==> src/rtl/layer_sequencer.sv <==
// Drives en_comp 0..nlayers-1 then en_sumchk nlayers-1..0 on a layer_top stack; optional watchdog via LAYER_SEQ_WATCHDOG_EN.
// Latency: accepted en -> en_comp[0] next cycle; each matching layer ready pulse -> next strobe next cycle.
// Backpressure: none; en is ignored while busy and stray or early ready pulses are dropped.
module layer_sequencer #(
    parameter int nlayers        = 4,
    parameter int nlbits         = $clog2(nlayers),
    parameter int timeout_cycles = 65535
) (
    input  logic                 clk,
    input  logic                 rstb,
    input  logic                 en,
    input  logic [31:0]          id_in,
    output logic [31:0]          id,
    output logic [nlayers-1:0]   en_comp,
    input  logic [nlayers-1:0]   comp_ready_pulse,
    output logic [nlayers-1:0]   en_sumchk,
    input  logic [nlayers-1:0]   sumchk_ready_pulse,
    output logic [nlbits-1:0]    cur_layer,
    output logic                 busy,
    output logic                 ready_pulse,
    output logic                 ready,
    output logic                 err_pulse
);

    typedef enum logic [2:0] {
        S_IDLE,
        S_COMP_GO,
        S_COMP_WAIT,
        S_SUM_GO,
        S_SUM_WAIT,
        S_DONE
    } state_t;

    localparam logic [nlbits-1:0] last_layer = nlbits'(nlayers - 1);

    generate
        if (nlayers < 2) begin : g_bad_nlayers
            $error("layer_sequencer: nlayers must be at least 2");
        end
        if (nlbits != $clog2(nlayers)) begin : g_bad_nlbits
            $error("layer_sequencer: nlbits is derived from nlayers and must not be overridden");
        end
        if (timeout_cycles < 1) begin : g_bad_timeout
            $error("layer_sequencer: timeout_cycles must be at least 1");
        end
    endgenerate

    state_t state;

    function automatic logic [nlayers-1:0] onehot(input logic [nlbits-1:0] idx);
        onehot      = '0;
        onehot[idx] = 1'b1;
    endfunction

    // Only the pulse for the layer being waited on, in its own WAIT state, counts.
    logic comp_hit;
    logic sum_hit;
    assign comp_hit = (state == S_COMP_WAIT) && comp_ready_pulse[cur_layer];
    assign sum_hit  = (state == S_SUM_WAIT)  && sumchk_ready_pulse[cur_layer];

    logic wd_expired;
    logic wd_fire;

`ifdef LAYER_SEQ_WATCHDOG_EN
    localparam int              wd_w    = $clog2(timeout_cycles + 1);
    localparam logic [wd_w-1:0] wd_last = wd_w'(timeout_cycles - 1);

    logic [wd_w-1:0] wd_cnt;

    // Counts WAIT cycles of the current step; any non-WAIT state restarts it.
    always_ff @(posedge clk or negedge rstb) begin
        if (!rstb) begin
            wd_cnt <= '0;
        end else if (state == S_COMP_WAIT || state == S_SUM_WAIT) begin
            wd_cnt <= wd_cnt + 1'b1;
        end else begin
            wd_cnt <= '0;
        end
    end

    assign wd_expired = (wd_cnt == wd_last);

    always_ff @(posedge clk or negedge rstb) begin
        if (!rstb) begin
            err_pulse <= 1'b0;
        end else begin
            err_pulse <= wd_fire;
        end
    end
`else
    assign wd_expired = 1'b0;
    assign err_pulse  = 1'b0;
`endif

    assign wd_fire = wd_expired &&
                     (((state == S_COMP_WAIT) && !comp_hit) ||
                      ((state == S_SUM_WAIT)  && !sum_hit));

    always_ff @(posedge clk or negedge rstb) begin
        if (!rstb) begin
            state       <= S_IDLE;
            cur_layer   <= '0;
            id          <= '0;
            en_comp     <= '0;
            en_sumchk   <= '0;
            busy        <= 1'b0;
            ready_pulse <= 1'b0;
            ready       <= 1'b0;
        end else begin
            en_comp     <= '0;
            en_sumchk   <= '0;
            ready_pulse <= 1'b0;
            case (state)
                S_IDLE: begin
                    if (en) begin
                        id        <= id_in;
                        ready     <= 1'b0;
                        cur_layer <= '0;
                        en_comp   <= onehot('0);
                        busy      <= 1'b1;
                        state     <= S_COMP_GO;
                    end
                end
                S_COMP_GO: begin
                    state <= S_COMP_WAIT;
                end
                S_COMP_WAIT: begin
                    if (comp_hit) begin
                        if (cur_layer != last_layer) begin
                            cur_layer <= cur_layer + 1'b1;
                            en_comp   <= onehot(cur_layer + 1'b1);
                            state     <= S_COMP_GO;
                        end else begin
                            cur_layer <= last_layer;
                            en_sumchk <= onehot(last_layer);
                            state     <= S_SUM_GO;
                        end
                    end else if (wd_fire) begin
                        busy  <= 1'b0;
                        state <= S_IDLE;
                    end
                end
                S_SUM_GO: begin
                    state <= S_SUM_WAIT;
                end
                S_SUM_WAIT: begin
                    if (sum_hit) begin
                        if (cur_layer != '0) begin
                            cur_layer <= cur_layer - 1'b1;
                            en_sumchk <= onehot(cur_layer - 1'b1);
                            state     <= S_SUM_GO;
                        end else begin
                            ready_pulse <= 1'b1;
                            state       <= S_DONE;
                        end
                    end else if (wd_fire) begin
                        busy  <= 1'b0;
                        state <= S_IDLE;
                    end
                end
                S_DONE: begin
                    // DONE is not IDLE, so an en coincident with ready_pulse is dropped.
                    ready <= 1'b1;
                    busy  <= 1'b0;
                    state <= S_IDLE;
                end
                default: begin
                    busy  <= 1'b0;
                    state <= S_IDLE;
                end
            endcase
        end
    end

endmodule

==> config.mk <==
export PLATFORM = sky130hd
export DESIGN_NAME = layer_sequencer
export DESIGN_NICKNAME = d
export VERILOG_FILES = /design/src/rtl/layer_sequencer.sv
export SDC_FILE = /design/constraint.sdc
export NUM_CORES = 1
export LEC_CHECK = 0
export BUFFER_PORTS_ARGS = -buffer_cell sky130_fd_sc_hd__clkbuf_2
export CORE_ASPECT_RATIO = 0.5
export CORE_MARGIN = 1
export CORE_UTILIZATION = 50
export DETAILED_ROUTE_END_ITERATION = 8
export PLACE_DENSITY = 0.93
export RECOVER_POWER = 100
export SLEW_MARGIN = 20
export SYNTH_ARGS = -nofsm -noshare
export SYNTH_HDL_FRONTEND = slang
export SYNTH_SLANG_ARGS = --single-unit
==> constraint.sdc <==
create_clock -name clk -period 2.6 [get_ports clk]
set_input_delay 0.13 -clock clk [delete_from_list [all_inputs] [get_ports clk]]
set_output_delay 0.13 -clock clk [all_outputs]
set_load 0.01 [all_outputs]
==> out/qor.yml <==
yosysMostFrequentCell: "dfrtp_1"
rows: 16
postSynthAreaPerCell_um2: 14.2
hold_class: "in -> reg"
grt_setup_unrepaired: "no"
htree_levels: 2
drc: 0
grt_pass1_wl_mm: 6.09
cts_inserted_buffers: 5
final_layout_size_suffix_gt1_share_pct: 28.3
synthMuxAreaShare_pct: 21.8
ant_nets: 0
clkLatencyLatePin_ns: 0.30
start_util_pct: 52.8
synth_top_family_by_area: "multiplexers"
dieArea_um2: 4460
synth_area_um2: 2090
grt_usage_pct: 18.6
overflow: 0
root_buffer: "clkbuf_8"
grt_start_max_net_pins: 49
worstPathRequired_ns: 2.78
finalSetupTns_ns: 0
status: "finished, final reports clean"
synthAdderAreaFrac_pct: 4.18
synthArstFlopShare_pct: 100
firstDrtPassIters: 4
dp.cells: 282
fin_skew_ns: 0.00931
setup_violations: 0
synth_edf_count: 0
cts.sinks: 48
synth-warning-count: 0
max_freq_mhz: 475
yosys-top-cells-count: "dfrtp_1 (48), mux2_1 (19), mux2_2 (14)"
core_um2: 3960
yosysSeqAreaShare_pct: 57.4
start_kind: "flip-flop"
cts.clk_slew.worst_paths_ns: 0.09
synth_compound_area_share_pct: 4.90
layoutNonFillerInstCount: 291
synth_top_area_share_pct: 57.4
port_buffers: 87
min_period_ns: 2.11
maxCapViolations: 0
gp_congestion: 0.853
yosys.area_share.xor_xnor_pct: 0
worst_pin_slew_ns: 1.14
wl_mm: 4.13
period_share_pct: 81.0
fp.dieH_um: 47.8
dp_hpwl_mm: 3.10
antenna_cells: 0
worst_hold_slack_ns: 0.0401
synth-seq-cells: 48
peakVddDrop_uv: 426
cts_tree: "yes"
num_io_pins: 89
die_w_um: 93.5
ys_top_cells_by_area: "dfrtp_1 (57%), mux2_1 (10%), mux2_2 (7.5%), ha_1 (4.2%), mux4_2 (2.2%)"
cts_resized: 0
worstPathMaxFanout: 14
arrival_ns: 2.28
syn_inst: 147
vias_per_cell: 4.96
wl_per_cell_um: 14.2
vias: 1442
fin_nets: 286
synth_fp_nets: 197
antenna_found_initial: 0
p_leak_uw: 0.00124
syn2layout_area_growth_pct: 26.1
hold_viol_final: 0
slew_viol_final: 0
max_slew_margin_pct: 23.7
endpoint_kind: "flip-flop"
crit_type: "reg -> reg"
cts_buffer_depth: 2
synth_cell_type_count: 36
p_total_uw: 3000
power.density_nw_per_um2: 1140
first_iter_violations: 32
synth_top_cell_by_area: "dfrtp_1"
grt_pass1_vias: 1386
ys.flop_type: "dfrtp_1"
synth-simple-area-share_pct: 8.13
cell usage in the layout, fill, tap and decap left out, types with 2 or more instances in the layout:
cell,n
o22ai_1,3
mux2_2,14
mux2_1,19
mux4_2,2
nand2b_1,6
inv_1,5
clkbuf_8,5
bufinv_16,3
a21oi_1,2
dfrtp_1,48
nand2_1,2
and2_1,2
clkbuf_1,46
and2_0,5
nor3_1,2
ha_1,7
nor2b_1,2
nor2_1,2
mux2i_1,4
clkbuf_2,43
registers in the layout (all words and copies together) (netlist names):
name         count
busy             1
cur_layer        2
en_comp          4
en_sumchk        4
id              32
ready            1
ready_pulse      1
state            3
per-stage QoR:
step / util [%] / worst slack, ns / area, µm²
after floorplan: - / 0.912 / 2090
after global placement: 64.6 / 0.867 / 2560
after detailed placement: 64.6 / 0.797 / 2560
after CTS: 68.6 / 0.773 / 2720
after global routing: 66.6 / 0.378 / 2640
final: 66.6 / 0.494 / 2640
critical path, stage by stage (launching register included):
cell and delay, ns:
dfrtp_1 0.48, nand2b_1 0.23, nor3_1 0.26, clkbuf_1 0.62, mux2_1 0.39
kinds of logic (layout without fill, tap and decap cells):
family,Yosys count,after routing
other cells,1,1
simple gates,25,25
compound gates,14,14
buf+inv,13,103
mux,39,39
fa+ha+maj,7,7
flops,48,48
routing by layer:
| metal | track usage (%) | share of wire [%] | up-vias |
|---|---|---|---|
| li1 | - | - | 689 |
| met1 | 19.8 | 41 | 709 |
| met2 | 37.8 | 54 | 37 |
| met4 | 7.08 | 1.5 | 0 |
| met3 | 4.92 | 4.0 | 7 |
| met5 | 0 | 0 | - |
layout make-up:
type,count,area [µm²]
tap,54,67.6
sequential,48,1200
inverter,5,18.8
multi-input combinational,86,795
clock inverter,3,90.1
fill,310,1330
timing repair buffer,90,398
clock buffer,5,68.8
final timing paths:
path / from / endpoint / slack (ns) / depth (start not counted)
worst max-delay path: state[2]$_DFFE_PN0P_ / id[30]$_DFFE_PN0P_ / 0.49 / 4
worst min-delay path: id_in[24] / id[24]$_DFFE_PN0P_ / 0.04 / 2
worst max register to register: state[2]$_DFFE_PN0P_ / id[30]$_DFFE_PN0P_ / 0.49 / 4
worst min register to register: id[24]$_DFFE_PN0P_ / id[24]$_DFFE_PN0P_ / 0.49 / 1
max in group asynchronous: rstb / id[2]$_DFFE_PN0P_ / 1.29 / 2
min in group asynchronous: rstb / id[9]$_DFFE_PN0P_ / 0.60 / 2
power breakdown:
part | leakage [µW] | internal, µW | switching, µW | total [µW]
registers | 0.000588 | 1050 | 209 | 1260
clock network | 0.0000784 | 481 | 244 | 725
logic | 0.000568 | 477 | 538 | 1010
timing repair:
item                                    CTS  global route
hold endpoints to repair                  0            48
endpoints found under the setup margin    0             0
setup buffers                             0             0
hold buffers                              0             1
Note: power is estimated with default switching activity, not from simulation.
